**src/rtl/instr_sequencer.sv**
```systemverilog
// instr_sequencer: fetches instruction words (and the LDI immediate) from
// instruction memory over a request/valid handshake, then steps the control
// unit through four execution cycles per instruction.
module instr_sequencer #(
  parameter int DATA_W = 9,
  parameter int PC_W   = 8
) (
  input  logic              clk,
  input  logic              resetn,
  input  logic              run,
  output logic              mem_rd,
  output logic [PC_W-1:0]   mem_addr,
  input  logic [DATA_W-1:0] mem_data,
  input  logic              mem_valid,
  output logic [DATA_W-1:0] instr,
  output logic [DATA_W-1:0] imm,
  output logic [1:0]        count,
  output logic              exec,
  output logic              done,
  output logic              halted
);

  typedef enum logic [2:0] {
    IDLE,
    FETCH,
    FETCH_IMM,
    EXEC,
    HALTED
  } state_t;

  localparam logic [2:0] OP_LDI  = 3'b101;
  localparam logic [2:0] OP_HALT = 3'b110;

  state_t            state;
  state_t            state_next;
  logic [PC_W-1:0]   pc;
  logic              fetch_accept;
  logic [2:0]        opcode;

  assign opcode   = mem_data[DATA_W-1 -: 3];
  assign mem_addr = pc;

  // State register; reset aborts any pending fetch immediately.
  always_ff @(posedge clk or posedge resetn) begin
    if (resetn) begin
      state <= IDLE;
    end else begin
      state <= state_next;
    end
  end

  // Next-state selection and state-decoded outputs (no input feeds an output).
  always_comb begin
    state_next   = state;
    mem_rd       = 1'b0;
    exec         = 1'b0;
    done         = 1'b0;
    halted       = 1'b0;
    fetch_accept = 1'b0;
    case (state)
      IDLE: begin
        if (run) begin
          state_next = FETCH;
        end
      end
      FETCH: begin
        mem_rd = 1'b1;
        if (mem_valid) begin
          fetch_accept = 1'b1;
          case (opcode)
            OP_LDI:  state_next = FETCH_IMM;
            OP_HALT: state_next = HALTED;
            default: state_next = EXEC;
          endcase
        end
      end
      FETCH_IMM: begin
        mem_rd = 1'b1;
        if (mem_valid) begin
          fetch_accept = 1'b1;
          state_next   = EXEC;
        end
      end
      EXEC: begin
        exec = 1'b1;
        done = (count == 2'd3);
        if (count == 2'd3) begin
          state_next = run ? FETCH : IDLE;
        end
      end
      HALTED: begin
        halted = 1'b1;
      end
      default: begin
        state_next = IDLE;
      end
    endcase
  end

  // Datapath: pc, instruction/immediate registers and the execution step counter.
  always_ff @(posedge clk or posedge resetn) begin
    if (resetn) begin
      pc    <= '0;
      instr <= '0;
      imm   <= '0;
      count <= 2'd0;
    end else begin
      if (fetch_accept) begin
        pc <= pc + 1'b1;
      end
      if (fetch_accept && (state == FETCH)) begin
        instr <= mem_data;
      end
      if (fetch_accept && (state == FETCH_IMM)) begin
        imm <= mem_data;
      end
      count <= (state == EXEC) ? count + 2'd1 : 2'd0;
    end
  end

endmodule

```
**config.mk**
```make
export PLATFORM = sky130hd
export DESIGN_NAME = instr_sequencer
export DESIGN_NICKNAME = d
export VERILOG_FILES = /design/src/rtl/instr_sequencer.sv
export SDC_FILE = /design/constraint.sdc
export NUM_CORES = 1
export LEC_CHECK = 0
export BUFFER_PORTS_ARGS = -buffer_cell sky130_fd_sc_hd__buf_2
export CORE_MARGIN = 4
export CORE_UTILIZATION = 30
export CTS_CLUSTER_SIZE = 10
export DETAILED_ROUTE_END_ITERATION = 10
export PLACE_DENSITY_LB_ADDON = 0.3
export REMOVE_ABC_BUFFERS = 1
export SLEW_MARGIN = 20
export SYNTH_ARGS = -nofsm -noshare
export SYNTH_HDL_FRONTEND = slang
export SYNTH_SLANG_ARGS = --single-unit
```
**constraint.sdc**
```tcl
create_clock -name clk -period 1.7 [get_ports clk]
set_input_delay 0.34 -clock clk [delete_from_list [all_inputs] [get_ports clk]]
set_output_delay 0.34 -clock clk [all_outputs]
set_load 0.005 [all_outputs]
```
==> results_dict.tcl <==
set metrics [dict create \
    period_needed_ns 1.59 \
    root_buffer "clkbuf_8" \
    io_buffers 44 \
    pre_cts_slack_ns 0.208 \
    period_share_pct 93.4 \
    cp.arrival_ns 1.25 \
    synthArstFlopShare_pct 100 \
    required_ns 1.36 \
    yosysSeqAreaShare_pct 56.6 \
    fmax_mhz 630 \
    grt_pass1_vias 1014 \
    multi_input_area_um2 573 \
    rsz0062_at_grt "false" \
    clockBufferDepth 2 \
    crit_fanout 8 \
    nets 173 \
    remaining_drc_errors 0 \
    ys.flop_type "dfrtp_1" \
    yosys_warnings 0 \
    slew-limit-headroom_pct 73.8 \
    synth_area_mm2 0.00137 \
    fillers 439 \
    clk_pin_slew_ns 0.06 \
    drt_iter0_drc 30 \
    drive_gt1_share_pct 53.8 \
    final_common_cell "buf_2" \
    wl_per_cell_um 13.4 \
    worst_slew_pin_slew_ns 0.393 \
    die-area_mm2 0.00572 \
    grt_pass1_wl_um 4700 \
    ir_worst_vdd_v 0.000721 \
    rows 24 \
    grt_max_degree 32 \
    regArea_um2 778 \
    hp-class "in2async" \
    gp_congestion 0.723 \
    wirelength_um 2800 \
    grt_usage_pct 11.2 \
    overflow 0 \
    ios 45 \
    coreArea_mm2 0.00438 \
    endpoint_kind "output port" \
    worst-r2r-setup-slack_ns 0.23 \
    drv_slew 0 \
    fin_area_mm2 0.00180 \
    dieHeight_um 75.6 \
    status "complete, no violations" \
    cts.sinks 31 \
    syn_inst 103 \
    fin_tns_setup_ns 0 \
    setup_violations 0 \
    synthToLayoutAreaGrowth_pct 30.9 \
    avgSynthCellArea_um2 13.3 \
    worst_setup_path_start_kind "flip-flop" \
    hold_violations 0 \
    antenna_found_initial 0 \
    vias 984 \
    pwr_density_cell_mw_per_mm2 1700 \
    leakagePower_uw 0.000894 \
    layout_common_cells "44 x buf_2, 29 x dfrtp_1, 18 x mux2_2" \
    cts_htree_levels 2 \
    ys_types 30 \
    crit_type "reg2out" \
    place_area_mm2 0.00166 \
    skew_ns 0.00523 \
    n_antenna_cell 0 \
    insertion_delay_ns 0.28 \
    cap_violations 0 \
    start_util_pct 31.3 \
    cts_tree "done" \
    timing.final.ws_setup_ns 0.113 \
    post_drt_via_cell_ratio 4.69 \
    place_hpwl_um 2080 \
    die_w_um 75.6 \
    synth_seq_cells 31 \
    firstDrtPassIters 2 \
    antenna_left 0 \
    cts_hold_buf 0 \
    synth_edf_count 0 \
    cts-buffers-inserted 5 \
]
[cells by family after synthesis]
kind of cell    count (synthesis)  share of synthesized area (%)
compound gates                  4                           2.01
flops                          31                           56.6
fa+ha+maj                       2                           1.82
simple gates                   32                           15.2
buf+inv                         6                           2.46
mux                            19                           15.6
xor+xnor                        9                           6.30
[metrics by stage]
| stage | instances | util [%] | hold slack, ns | power [µW] |
|---|---|---|---|---|
| 3_5_place_dp | 198 | 37.8 | 0.445 | 2420 |
| 3_3_place_gp | 198 | 37.8 | 0.440 | 2370 |
| 4_1_cts | 205 | 39.8 | 0.141 | 3010 |
| 5_1_grt | 210 | 41.0 | 0.166 | 3310 |
| 2_1_floorplan | 98 | - | 0.444 | 1890 |
| 6_report | 210 | 41.0 | 0.135 | 3050 |
[power by group]
| part | switching, µW | internal [µW] | total (µW) |
|---|---|---|---|
| clock network | 249 | 317 | 566 |
| logic | 480 | 691 | 1170 |
| registers | 247 | 1060 | 1310 |
[flip-flops by register name, indices dropped and copies added (netlist names)]
signal    cells
state         3
instr         9
count         2
mem_addr      8
imm           9
[area by class of cell]
class                           instances  share of cell area, %
Tap cell                               52                   3.62
Clock buffer                            6                   4.60
Clock inverter                          1                  0.279
Multi-Input combinational cell         66                   31.9
Inverter                                1                  0.209
Sequential cell                        31                   43.3
Timing Repair Buffer                   53                   16.0
[path summary, 6_finish.rpt]
check / from / endpoint / depth (start not counted)
min in group clk: mem_data[2] / imm[2] / 2
max reg2reg: state[0] / imm[0] / 4
max: state[1] / done / 4
min reg2reg: count[0] / count[0] / 1
max in group asynchronous: resetn / state[0] / 3
min: resetn / state[1] / 3
[critical path, stage by stage, from the launching register on]
cell and delay (ns):
dfrtp_2 0.48, nand2_1 0.10, nor2_1 0.15, and2_1 0.14
buf_2 0.10
[Yosys cell counts, types with 2 or more instances]
| cell | number | area, µm² |
|---|---|---|
| nor3b_2 | 2 | 25.0 |
| ha_1 | 2 | 25.0 |
| mux2_2 | 18 | 203 |
| and2_1 | 2 | 12.5 |
| xor2_1 | 7 | 61.3 |
| nand2_1 | 6 | 22.5 |
| nor4_1 | 4 | 25.0 |
| buf_4 | 2 | 15.0 |
| buf_2 | 2 | 10.0 |
| nor3_1 | 4 | 20.0 |
| nor2_1 | 5 | 18.8 |
| dfrtp_1 | 31 | 776 |
[layer usage]
layer | global-route usage (%) | routed length (µm) | part of all wire [%] | vias to the layer above
li1 | - | - | - | 466
met1 | 14.2 | 1230 | 44 | 475
met2 | 17.3 | 1320 | 47 | 37
met3 | 4.09 | 220 | 7.8 | 6
met4 | 4.66 | 36 | 1.3 | 0
met5 | 0 | 0 | 0 | -
[timing repair]
action                                  4_1_cts  5_1_grt
resized for setup                             2        1
setup buffers                                 0        5
endpoints found under the setup margin        2        2
(Power assumes the default switching activity.)
